<file path="src/rtl/ipm2l_hsstlp_rst_pkg.sv">
// Shared definitions for the HSSTLP lane reset sequencer: FSM state
// encoding, lock debounce length and the state-to-output decode.
package ipm2l_hsstlp_rst_pkg;

   // Bring-up sequencer states, 4-bit encoding
   typedef enum logic [3:0] {
      IDLE     = 4'd0,
      PLL_RST  = 4'd1,
      PLL_WAIT = 4'd2,
      TX_RST   = 4'd3,
      CDR_WAIT = 4'd4,
      RX_RST   = 4'd5,
      DONE     = 4'd6,
      RETRY    = 4'd7,
      FAIL     = 4'd8
   } lane_state_e;

   // Consecutive synced-high cycles before a lock is trusted (debounce build only)
   localparam int LOCK_DB_CYCLES = 64;

   // Registered control outputs, all derived from a single state value
   typedef struct packed {
      logic pll_rst;
      logic tx_rst;
      logic rx_rst;
      logic lane_ready;
      logic lane_fail;
   } lane_out_t;

   // Output decode; unknown encodings fall back to the all-reset safe state
   function automatic lane_out_t decode_outputs(input lane_state_e st);
      lane_out_t o;
      o.pll_rst    = 1'b1;
      o.tx_rst     = 1'b1;
      o.rx_rst     = 1'b1;
      o.lane_ready = 1'b0;
      o.lane_fail  = 1'b0;
      case (st)
         IDLE, PLL_RST, RETRY: begin
            o.pll_rst = 1'b1;
            o.tx_rst  = 1'b1;
            o.rx_rst  = 1'b1;
         end
         PLL_WAIT, TX_RST: begin
            o.pll_rst = 1'b0;
            o.tx_rst  = 1'b1;
            o.rx_rst  = 1'b1;
         end
         CDR_WAIT, RX_RST: begin
            o.pll_rst = 1'b0;
            o.tx_rst  = 1'b0;
            o.rx_rst  = 1'b1;
         end
         DONE: begin
            o.pll_rst    = 1'b0;
            o.tx_rst     = 1'b0;
            o.rx_rst     = 1'b0;
            o.lane_ready = 1'b1;
         end
         FAIL: begin
            o.lane_fail = 1'b1;
         end
         default: begin
            o.pll_rst    = 1'b1;
            o.tx_rst     = 1'b1;
            o.rx_rst     = 1'b1;
            o.lane_ready = 1'b0;
            o.lane_fail  = 1'b0;
         end
      endcase
      return o;
   endfunction

endpackage

</file>
<file path="src/rtl/ipm2l_hsstlp_lock_sync.sv">
// Two-flop synchroniser for an asynchronous HSST lock indication.
// Optional feature macro: LOCK_DEBOUNCE_EN -- when defined, the synced lock
// is only reported after LOCK_DB_CYCLES consecutive high cycles; a single low
// cycle restarts the count and loss is reported without extra delay.
module ipm2l_hsstlp_lock_sync
   import ipm2l_hsstlp_rst_pkg::*;
(
   input  logic clk,
   input  logic rst,
   input  logic lock_async,
   output logic lock
);

   logic meta_r;
   logic sync_r;

   // Two-stage metastability filter on the asynchronous lock
   always_ff @(posedge clk) begin
      if (rst) begin
         meta_r <= 1'b0;
         sync_r <= 1'b0;
      end else begin
         meta_r <= lock_async;
         sync_r <= meta_r;
      end
   end

`ifdef LOCK_DEBOUNCE_EN
   localparam int              DB_W    = $clog2(LOCK_DB_CYCLES + 1);
   localparam logic [DB_W-1:0] DB_FULL = DB_W'(LOCK_DB_CYCLES);

   logic [DB_W-1:0] db_cnt_r;

   // Count consecutive synced-high cycles, saturating once lock is trusted
   always_ff @(posedge clk) begin
      if (rst) begin
         db_cnt_r <= '0;
      end else if (!sync_r) begin
         db_cnt_r <= '0;
      end else if (db_cnt_r != DB_FULL) begin
         db_cnt_r <= db_cnt_r + DB_W'(1);
      end else begin
         db_cnt_r <= db_cnt_r;
      end
   end

   // Gating with sync_r keeps loss-of-lock as fast as the plain synchroniser
   assign lock = sync_r & (db_cnt_r == DB_FULL);
`else
   assign lock = sync_r;
`endif

endmodule

</file>
<file path="src/rtl/ipm2l_hsstlp_lane_rst_seq.sv">
// HSSTLP lane bring-up reset sequencer. Releases PLL, TX and RX resets in
// order, waiting for synchronised PLL and CDR lock, retrying on timeout and
// parking in FAIL once the retry budget is spent.
// Optional feature macro: LOCK_DEBOUNCE_EN (handled inside the lock syncs).
module ipm2l_hsstlp_lane_rst_seq
   import ipm2l_hsstlp_rst_pkg::*;
#(
   parameter int RST_HOLD    = 16,
   parameter int PLL_TIMEOUT = 4096,
   parameter int CDR_TIMEOUT = 8192,
   parameter int RETRY_MAX   = 3,
   parameter int CNT_W       = 14
)(
   input  logic       clk,
   input  logic       rst,
   input  logic       start,
   input  logic       pll_lock_async,
   input  logic       cdr_lock_async,
   output logic       pll_rst,
   output logic       tx_rst,
   output logic       rx_rst,
   output logic       lane_ready,
   output logic       lane_fail,
   output logic [1:0] retry_cnt
);

   // Terminal timer values; the timer restarts at zero on every state entry
   localparam logic [CNT_W-1:0] HOLD_LAST = CNT_W'(RST_HOLD - 1);
   localparam logic [CNT_W-1:0] PLL_LAST  = CNT_W'(PLL_TIMEOUT - 1);
   localparam logic [CNT_W-1:0] CDR_LAST  = CNT_W'(CDR_TIMEOUT - 1);
   localparam logic [1:0]       RETRY_LIM = 2'(RETRY_MAX);

   lane_state_e      state_r;
   lane_state_e      state_nxt_s;
   logic [CNT_W-1:0] timer_r;
   logic [1:0]       retry_cnt_r;
   logic             start_q_r;
   logic             pll_lk_s;
   logic             cdr_lk_s;
   logic             hold_done_s;
   logic             timer_run_s;
   logic             start_rise_s;
   lane_out_t        out_nxt_s;

   ipm2l_hsstlp_lock_sync u_pll_sync (
      .clk        (clk),
      .rst        (rst),
      .lock_async (pll_lock_async),
      .lock       (pll_lk_s)
   );

   ipm2l_hsstlp_lock_sync u_cdr_sync (
      .clk        (clk),
      .rst        (rst),
      .lock_async (cdr_lock_async),
      .lock       (cdr_lk_s)
   );

   assign hold_done_s  = (timer_r == HOLD_LAST);
   assign start_rise_s = start & ~start_q_r;
   assign out_nxt_s    = decode_outputs(state_nxt_s);
   assign retry_cnt    = retry_cnt_r;

   // Timer only advances in states that have a hold or timeout to measure
   always_comb begin
      case (state_r)
         PLL_RST, PLL_WAIT, TX_RST, CDR_WAIT, RX_RST: timer_run_s = 1'b1;
         default:                                    timer_run_s = 1'b0;
      endcase
   end

   // Next-state selection; PLL loss beats everything else, lock beats timeout
   always_comb begin
      state_nxt_s = state_r;
      case (state_r)
         IDLE: begin
            if (start) state_nxt_s = PLL_RST;
            else       state_nxt_s = IDLE;
         end
         PLL_RST: begin
            if (hold_done_s) state_nxt_s = PLL_WAIT;
            else             state_nxt_s = PLL_RST;
         end
         PLL_WAIT: begin
            if (pll_lk_s)                  state_nxt_s = TX_RST;
            else if (timer_r == PLL_LAST)  state_nxt_s = RETRY;
            else                           state_nxt_s = PLL_WAIT;
         end
         TX_RST: begin
            if (!pll_lk_s)        state_nxt_s = PLL_RST;
            else if (hold_done_s) state_nxt_s = CDR_WAIT;
            else                  state_nxt_s = TX_RST;
         end
         CDR_WAIT: begin
            if (!pll_lk_s)                 state_nxt_s = PLL_RST;
            else if (cdr_lk_s)             state_nxt_s = RX_RST;
            else if (timer_r == CDR_LAST)  state_nxt_s = RETRY;
            else                           state_nxt_s = CDR_WAIT;
         end
         RX_RST: begin
            if (!pll_lk_s)        state_nxt_s = PLL_RST;
            else if (hold_done_s) state_nxt_s = DONE;
            else                  state_nxt_s = RX_RST;
         end
         DONE: begin
            if (!pll_lk_s)      state_nxt_s = PLL_RST;
            else if (!cdr_lk_s) state_nxt_s = CDR_WAIT;
            else                state_nxt_s = DONE;
         end
         RETRY: begin
            if (retry_cnt_r >= RETRY_LIM) state_nxt_s = FAIL;
            else                          state_nxt_s = PLL_RST;
         end
         FAIL: begin
            if (start_rise_s) state_nxt_s = PLL_RST;
            else              state_nxt_s = FAIL;
         end
         default: begin
            state_nxt_s = IDLE;
         end
      endcase
   end

   // FSM state, timer, retry budget and outputs registered from the next state
   always_ff @(posedge clk) begin
      if (rst) begin
         state_r     <= IDLE;
         timer_r     <= '0;
         retry_cnt_r <= 2'd0;
         start_q_r   <= 1'b0;
         pll_rst     <= 1'b1;
         tx_rst      <= 1'b1;
         rx_rst      <= 1'b1;
         lane_ready  <= 1'b0;
         lane_fail   <= 1'b0;
      end else begin
         state_r   <= state_nxt_s;
         start_q_r <= start;

         if (state_nxt_s != state_r) begin
            timer_r <= '0;
         end else if (timer_run_s) begin
            timer_r <= timer_r + CNT_W'(1);
         end else begin
            timer_r <= '0;
         end

         if ((state_r == RETRY) && (retry_cnt_r < RETRY_LIM)) begin
            retry_cnt_r <= retry_cnt_r + 2'd1;
         end else if ((state_r == FAIL) && start_rise_s) begin
            retry_cnt_r <= 2'd0;
         end else begin
            retry_cnt_r <= retry_cnt_r;
         end

         pll_rst    <= out_nxt_s.pll_rst;
         tx_rst     <= out_nxt_s.tx_rst;
         rx_rst     <= out_nxt_s.rx_rst;
         lane_ready <= out_nxt_s.lane_ready;
         lane_fail  <= out_nxt_s.lane_fail;
      end
   end

endmodule

</file>
<file path="config.mk">
export PLATFORM = sky130hd
export DESIGN_NAME = ipm2l_hsstlp_lane_rst_seq
export DESIGN_NICKNAME = d
export VERILOG_FILES = /design/src/rtl/ipm2l_hsstlp_rst_pkg.sv /design/src/rtl/ipm2l_hsstlp_lock_sync.sv /design/src/rtl/ipm2l_hsstlp_lane_rst_seq.sv
export SDC_FILE = /design/constraint.sdc
export NUM_CORES = 1
export LEC_CHECK = 0
export BUFFER_PORTS_ARGS = -buffer_cell sky130_fd_sc_hd__buf_2
export CAP_MARGIN = 20
export CORE_MARGIN = 1.5
export CORE_UTILIZATION = 45
export CTS_BUF_LIST = sky130_fd_sc_hd__clkbuf_4
export DETAILED_ROUTE_END_ITERATION = 8
export GPL_TIMING_DRIVEN = 1
export SYNTH_ARGS = -nofsm -noshare
export SYNTH_HDL_FRONTEND = slang
export SYNTH_SLANG_ARGS = --single-unit
</file>
<file path="constraint.sdc">
create_clock -name clk -period 5.4 [get_ports clk]
set_input_delay 1.08 -clock clk [delete_from_list [all_inputs] [get_ports clk]]
set_output_delay 1.08 -clock clk [all_outputs]
set_load 0.1 [all_outputs]
</file>
==> reports/metrics.cfg <==
[clock_tree]
path_clk_slew_ns=0.09
cts_tree=done
clock-sinks=30
cts_root_buffer=clkbuf_4
numCtsBuffers=5
cts_setup_buffers=0
htree_levels=2
cts_buffer_depth=2
hold_buffers=0
insertion_delay_ns=0.33
post_cts_resized=0

[timing]
hold_viol=0
worstMarginPinSlew_ns=1.001
tns_ns=0
fmax_ghz=0.3608
setup_viol=0
rsz0062_at_grt=false
fin_crit_ns=2.772
slew_viol_final=0
maxSlewHeadroom_pct=31.95
skew_ns=0.009014
finalCritPeriodShare_pct=51.33

[layout]
num-nets-final=181
area_growth_pct=7.754
final_cell_area_um2=1669
multi_input_area_um2=880.8
n_antenna_cell=0
drive_gt1_share_pct=21.26
fin_util_pct=50.42
fill_cells=346
ff_latch_area_um2=600.6

[worst_setup_path]
worstPathCellList=or4b_1 > nor3_1 > o21ai_0 > and4_1 > xnor2_2 > nor4_1
cp.arrival_ns=2.94
crit_buf_inv=0
reg2reg_to=timer_r[12]
r2r_cells=6
r2r_setup_slack_ns=2.63
path_class=reg2reg
startpoint_type=flop
critPathMaxFanout=14
critical-path-slowest-cell=xnor2_2
worstPathRequired_ns=5.57
r2r_start=state_r[1]
crit_family=simple AND/OR/NAND/NOR gates
cpPeakStageDelay_ns=0.72
worstSetupEndpointType=flop

[die]
die_h_um=61.67
die_w_um=61.67
pin_count=12
initial_core_util_pct=46.79
core_um2=3311
die_area_um2=3803
rows=21

[synth]
ys_types=40
synth_area_leaders=dfxtp_1, nor4_2, xnor2_1, nor2_1, xor2_1
synth_area_um2=1549
yosysSeqAreaShare_pct=38.77
synth_seq_cells=30
synthFlopType=dfxtp_1
synthTopCellsByCount=dfxtp_1, nor2_1, nor4_2
synth_edf_count=0
async_reset_ff_share_pct=0
synth_cells=164
synth_nets=171
yosysMostFrequentCell=dfxtp_1
synth_top_cell_area_share_pct=38.77
synth_area_leader_cell=dfxtp_1
yosys_warnings=0
avgSynthCellArea_um2=9.445

[drt]
drcViolationCount=0
via_count=1215
drt_iter0_drc=75
postRouteAntennaNets=0
drt_wl_total_um=2964
dr.pass1.iters=4
viasPerCell=5.523
wire_per_inst_um=13.47

[placed_design]
numPortBuffers=11
hpwl_um=2038
routabilityCongestion=0.9064
place_area_um2=1617

[outcome]
status=completed

[global_route]
antenna_found_initial=0
grt_max_degree=18
grt_pass1_vias=1143
grt_use_total_pct=18.31
grt_first_pass_wirelength_um=5009
grt_overflow_total=0

[hold_path]
min_delay_worst_endpoint=u_pll_sync.lock
min-delay-start=u_pll_sync.meta_r
holdCritPathClass=reg2reg
worstHoldPathCells=1

[power]
ir_drop_uv=157.1
powerDensity_nw_per_um2=231.8
p_leak_uw=0.0005709

[run]
drv_cap=0

-- metal layers --
metal  track usage (%)  up-vias  part of all wire [%]
met1             23.43      576                    49
met5                 0        -                     0
met2             27.37       21                    45
li1                  -      614                     -
met3             3.992        4                   4.2
met4             12.46        0                   1.5
-- registers in the layout, summed over array words and instances (netlist names) --
signal	flops
pll_rst	1
u_cdr_sync.meta_r	1
lane_ready	1
u_cdr_sync.lock	1
start_q_r	1
timer_r	14
rx_rst	1
retry_cnt	2
u_pll_sync.meta_r	1
tx_rst	1
lane_fail	1
state_r	4
u_pll_sync.lock	1
-- placed cells by master, fill, tap and decap left out, types with 4 or more instances in the layout --
master and count:
dfxtp_1 30, nor4_2 11, nand2_1 9, xnor2_1 7
o21ai_0 4, nand3_1 4, xor2_1 6, inv_1 4
nor4_1 6, nor2b_1 6, and3_1 8, clkbuf_4 7
nand4_1 4, nor2_1 14, buf_2 11, nand2b_1 5
nor3_1 6
-- stage by stage --
step | setup WS, ns | total power [uW] | hold slack [ns] | std cells
final | 2.628 | 386.8 | 0.4456 | 220
after global routing | 2.357 | 401.3 | 0.4650 | 220
after CTS | 2.604 | 392.1 | 0.4550 | 220
after detailed placement | 2.536 | 258.8 | 0.4309 | 213
after global placement | 2.587 | 258.1 | 0.4210 | 213
after floorplan | 2.808 | 255.3 | 0.4138 | 164
-- final cells by class --
cell class	instances	area share (%)
Inverter	4	0.8996
Sequential cell	30	35.98
Timing Repair Buffer	12	3.748
Tap cell	46	3.448
Multi-Input combinational cell	121	52.77
Clock buffer	7	3.148
-- where the power goes --
group / switching [uW] / leakage, uW / internal (uW) / total (uW)
Clock: 74.4 / 0.0000322 / 59.0 / 133
Combinational: 17.6 / 0.000296 / 8.48 / 26.0
Sequential: 3.41 / 0.000243 / 224 / 227
Total: 95.4 / 0.000571 / 291 / 387
-- kinds of logic (layout without fill, tap and decap cells) --
family / Yosys count / in the layout / synth area share (%)
XOR/XNOR: 14 / 14 / 8.401
multiplexers: 2 / 2 / 1.535
AND/OR/NAND/NOR: 89 / 89 / 39.10
adder cells (fa/ha/maj): 2 / 2 / 1.615
AO/OA/AOI/OAI: 14 / 14 / 6.219
flip-flops: 30 / 30 / 38.77
buffers and inverters: 13 / 23 / 4.361
-- how the worst max path moves through the flow --
stage | cells past startpoint | slack (ns) | from | to
final | 6 | 2.63 | state_r[1] | timer_r[12]
after detailed placement | 7 | 2.54 | start | timer_r[12]
after global routing | 7 | 2.36 | timer_r[0] | timer_r[12]
after CTS | 7 | 2.60 | timer_r[0] | timer_r[12]
after floorplan | 7 | 2.81 | retry_cnt[0] | timer_r[10]
after global placement | 7 | 2.59 | start | timer_r[1]
-- worst reg2reg max path, cell delays in order (launching register included) --
cell and delay, ns:
dfxtp_1 0.61, or4b_1 0.53, nor3_1 0.18, o21ai_0 0.14, and4_1 0.31, xnor2_2 0.72, nor4_1 0.13
(Power assumes the default switching activity.)
